<file path="config.mk">
export PLATFORM = sky130hd
export DESIGN_NAME = cpu_ctrl
export DESIGN_NICKNAME = d
export VERILOG_FILES = /design/src/rtl/cpu_ctrl.sv
export SDC_FILE = /design/constraint.sdc
export NUM_CORES = 1
export LEC_CHECK = 0
export CAP_MARGIN = 20
export CORE_AREA = 2 2 77 79
export CTS_CLUSTER_SIZE = 12
export DETAILED_ROUTE_END_ITERATION = 12
export DIE_AREA = 0 0 79 81
export GPL_ROUTABILITY_DRIVEN = 0
export HOLD_SLACK_MARGIN = 0.1
export PLACE_DENSITY = 0.66
export SETUP_SLACK_MARGIN = 0.15
export SYNTH_ARGS = -nofsm -noshare
export SYNTH_HDL_FRONTEND = slang
export SYNTH_SLANG_ARGS = --single-unit
</file>
<file path="constraint.sdc">
create_clock -name clk -period 1.81 [get_ports clk]
set_input_delay 0.362 -clock clk [delete_from_list [all_inputs] [get_ports clk]]
set_output_delay 0.362 -clock clk [all_outputs]
set_load 0.05 [all_outputs]
</file>
<file path="src/rtl/cpu_ctrl.sv">
// cpu_ctrl: instruction register, decoder and Moore FSM sequencing the lab CPU datapath
module cpu_ctrl (
  input  logic        clk,
  input  logic        reset,
  input  logic        s,
  input  logic        load,
  input  logic [15:0] in,
  output logic        w,
  output logic        loada,
  output logic        loadb,
  output logic        loadc,
  output logic        loads,
  output logic        asel,
  output logic        bsel,
  output logic [1:0]  vsel,
  output logic        write,
  output logic [2:0]  writenum,
  output logic [2:0]  readnum,
  output logic [1:0]  shift,
  output logic [1:0]  ALUop,
  output logic [15:0] sximm8,
  output logic [15:0] sximm5
);
  typedef enum logic [2:0] {WAIT, DECODE, WRITE_IMM, GET_A, GET_B, EXEC, WRITE_C} state_t;
  state_t state, next;
  logic [15:0] ir;
  logic [2:0] opcode, rn, rd, rm;
  logic [1:0] op;
  logic mov_imm, mov_reg, alu, cmp, mvn, two_src;
  assign opcode = ir[15:13];
  assign op = ir[12:11];
  assign rn = ir[10:8];
  assign rd = ir[7:5];
  assign rm = ir[2:0];
  assign mov_imm = opcode == 3'b110 && op == 2'b10;
  assign mov_reg = opcode == 3'b110 && op == 2'b00;
  assign alu = opcode == 3'b101;
  assign cmp = alu && op == 2'b01;
  assign mvn = alu && op == 2'b11;
  assign two_src = alu && op != 2'b11;
  assign shift = ir[4:3];
  assign ALUop = alu ? op : 2'b00;
  assign sximm8 = {{8{ir[7]}}, ir[7:0]};
  assign sximm5 = {{11{ir[4]}}, ir[4:0]};
  // IR only captures a new word while idle so it stays stable for a whole instruction
  always_ff @(posedge clk or posedge reset)
    if (reset) ir <= 16'h0000;
    else if (load && state == WAIT) ir <= in;
  // state register
  always_ff @(posedge clk or posedge reset)
    if (reset) state <= WAIT;
    else state <= next;
  // next-state and Moore outputs per state
  always_comb begin
    next = state;
    w = 1'b0;
    loada = 1'b0;
    loadb = 1'b0;
    loadc = 1'b0;
    loads = 1'b0;
    asel = 1'b0;
    bsel = 1'b0;
    vsel = 2'b00;
    write = 1'b0;
    writenum = 3'd0;
    readnum = 3'd0;
    case (state)
      WAIT: begin
        w = 1'b1;
        next = s ? DECODE : WAIT;
      end
      DECODE: next = mov_imm ? WRITE_IMM : (mov_reg || mvn) ? GET_B : two_src ? GET_A : WAIT;
      WRITE_IMM: begin
        vsel = 2'b10;
        writenum = rn;
        write = 1'b1;
        next = WAIT;
      end
      GET_A: begin
        readnum = rn;
        loada = 1'b1;
        next = GET_B;
      end
      GET_B: begin
        readnum = rm;
        loadb = 1'b1;
        next = EXEC;
      end
      EXEC: begin
        asel = mov_reg || mvn;
        loads = cmp;
        loadc = !cmp;
        next = cmp ? WAIT : WRITE_C;
      end
      WRITE_C: begin
        writenum = rd;
        write = 1'b1;
        next = WAIT;
      end
      default: next = WAIT;
    endcase
  end
endmodule
</file>
==> out/qor.csv <==
metric;value;unit
total global-route track usage;10.5;%
number of distinct library cells after synthesis;29;
mapped cell area;1340;um2
status;finished, final reports clean;
IO Pins;72;
Avg Cell Area, Syn;10.7;um2
Hold-fix buffers, CTS;0;
Worst setup EP type;output port;
most common cell after layout, fill and taps aside;buf_12;
Final Hold Fails;0;
Sink Count;19;
antenna diode count;0;
Register Area;484;um2
vias in the first global route;1049;
initial antenna violation count;0;
type of the worst setup path;flip-flop to output port;
Final ANT Viol Nets;0;
number of flops mapped to enable cells by yosys;0;
Post-synth ARST share;100;%
critical path's slowest cell;dfrtp_1;
Gate Count Post-Synth;125;
clk slew on worst S/H paths;70;ps
clock latency on the worst-skew pair;260;ps
setup violators final;0;
max-slew violation count;0;
Placed Cells;235;
min cycle time layout;1790;ps
Worst Hold Class;input pin to async pin;
Root Buffer Master;clkbuf_8;
Clock Tree Buf Depth;2;
fmax;560;MHz
fill cell count;510;
pin count of the biggest net entering global routing;20;
layout cells sized above 1;68.6;%
area grow syn2layout;92.5;%
CP Launch Type;flip-flop;
Rows;28;
final wirelength;3380;um
Via density;4.09;
most frequent cells in the layout;buf_12, buf_4, clkdlybuf4s50_1;
Pre-antenna DRT Iters;4;
fin worst setup slack;23.6;ps
worst path cell trace;nand4b_1, nor3_2, buf_12;
initial DRC count;47;
Critical path buffers and inverters;1;
Main synth FF type;dfrtp_1;
Port Buffer Count;69;
synthesis-stage register bit count;19;
slowest stage delay, CP;430;ps
clock skew;1.04;ps
non-filler instance count after layout;260;
Max Cap Viol;0;
worst slack, placed;155;ps
DRC Markers;0;
die width;79;um
unrepaired setup endpoints after global routing;true;
via count;1063;
WL per Instance;13.0;um
CTS tree;yes;
Worst Path Arrival;1420;ps
placeable core area;5680;um2
CP Max Fanout;6;
required time worst endpoint;1450;ps
first-pass GRT wire length;5250;um
HPWL after DPL;2470;um
die span in y;81;um
multi-input combinational cell area;614;um2
CP top delay family;simple AND/OR/NAND/NOR gates;
TritonCTS Buffers;3;
nets;206;
CTS H-tree lvls;1;
die area;6400;um2
Initial Utilization;23.5;%
Seq/Total Area, Yosys;35.6;%
Synth Warn #;0;
crit share post-route;98.7;%
total congestion overflow;0;
==> through the flow <==
stage / util [%] / hold WS [ps] / TNS (ps) / area [um2]
detailed placement: 39.7 / 502 / 0 / 2250
finish: 45.3 / 416 / 0 / 2570
floorplan: - / 313 / -778 / 1390
CTS: 43.4 / 416 / 0 / 2460
global placement: 39.7 / 491 / 0 / 2250
global route: 45.3 / 451 / -98.1 / 2570
==> worst min-delay path, cell delays in order <==
cell and delay, ps:
clkdlybuf4s50_1 390, inv_1 50, buf_4 260
==> layer usage <==
metal  wire, um  global-route usage (%)
met4         31                    2.59
met5          0                       0
met3        325                    4.33
met1       1420                    13.1
met2       1600                    16.9
==> path summary, 6_finish.rpt <==
| path | start | to | slack, ps | cells past startpoint |
|---|---|---|---|---|
| max in group asynchronous | reset | state[1] | 1160 | 3 |
| worst max register to register | state[0] | ir[11] | 140 | 5 |
| min in group clk | ir[4] | ir[4] | 510 | 1 |
| worst min register to register | ir[4] | ir[4] | 510 | 1 |
| worst min-delay path | reset | ir[13] | 420 | 3 |
| worst max-delay path | ir[14] | loads | 20 | 3 |
==> repair_timing <==
action,CTS,global route
hold endpoints to repair,0,0
pin swaps,10,10
endpoints found under the setup margin,20,32
setup buffers,16,5
gates resized for setup,10,18
==> flip-flops by register name (all words and copies together) (netlist names) <==
name   cells
state      3
ir        16
==> cells in the mapped netlist (2+ instances only) <==
cell type	n	area [um2]
a21oi_1	2	10.0
a22o_1	3	26.3
buf_2	2	10.0
buf_4	37	278
buf_6	2	22.5
dfrtp_1	19	475
inv_1	4	15.0
mux2_2	6	67.6
mux2_4	10	150
mux2i_1	4	40.0
nand2_1	4	15.0
nand4b_1	2	17.5
nor2_1	9	33.8
nor3_1	4	20.0
nor3b_1	2	15.0
o21ai_0	2	10.0
==> cell families after synthesis <==
| logic type | share of synthesized area, % |
|---|---|
| DFF | 35.6 |
| other | 0.281 |
| and+or+nand+nor | 12.5 |
| buffers and inverters | 27.0 |
| AOI/OAI and AO/OA | 5.34 |
| muxes | 19.3 |
==> cell type report <==
| cell class | count | share of cell area (%) |
|---|---|---|
| clock inverters | 1 | 0.292 |
| clock buffers | 3 | 1.61 |
| repair buffers | 98 | 51.0 |
| flip-flops and latches | 19 | 18.8 |
| well taps | 75 | 3.65 |
| inverters | 4 | 0.778 |
| multi-input cells | 60 | 23.9 |
Power is left out: the tool's default activity adds up to more than one toggle a clock period on the data nets, which glitch-free logic cannot reach.
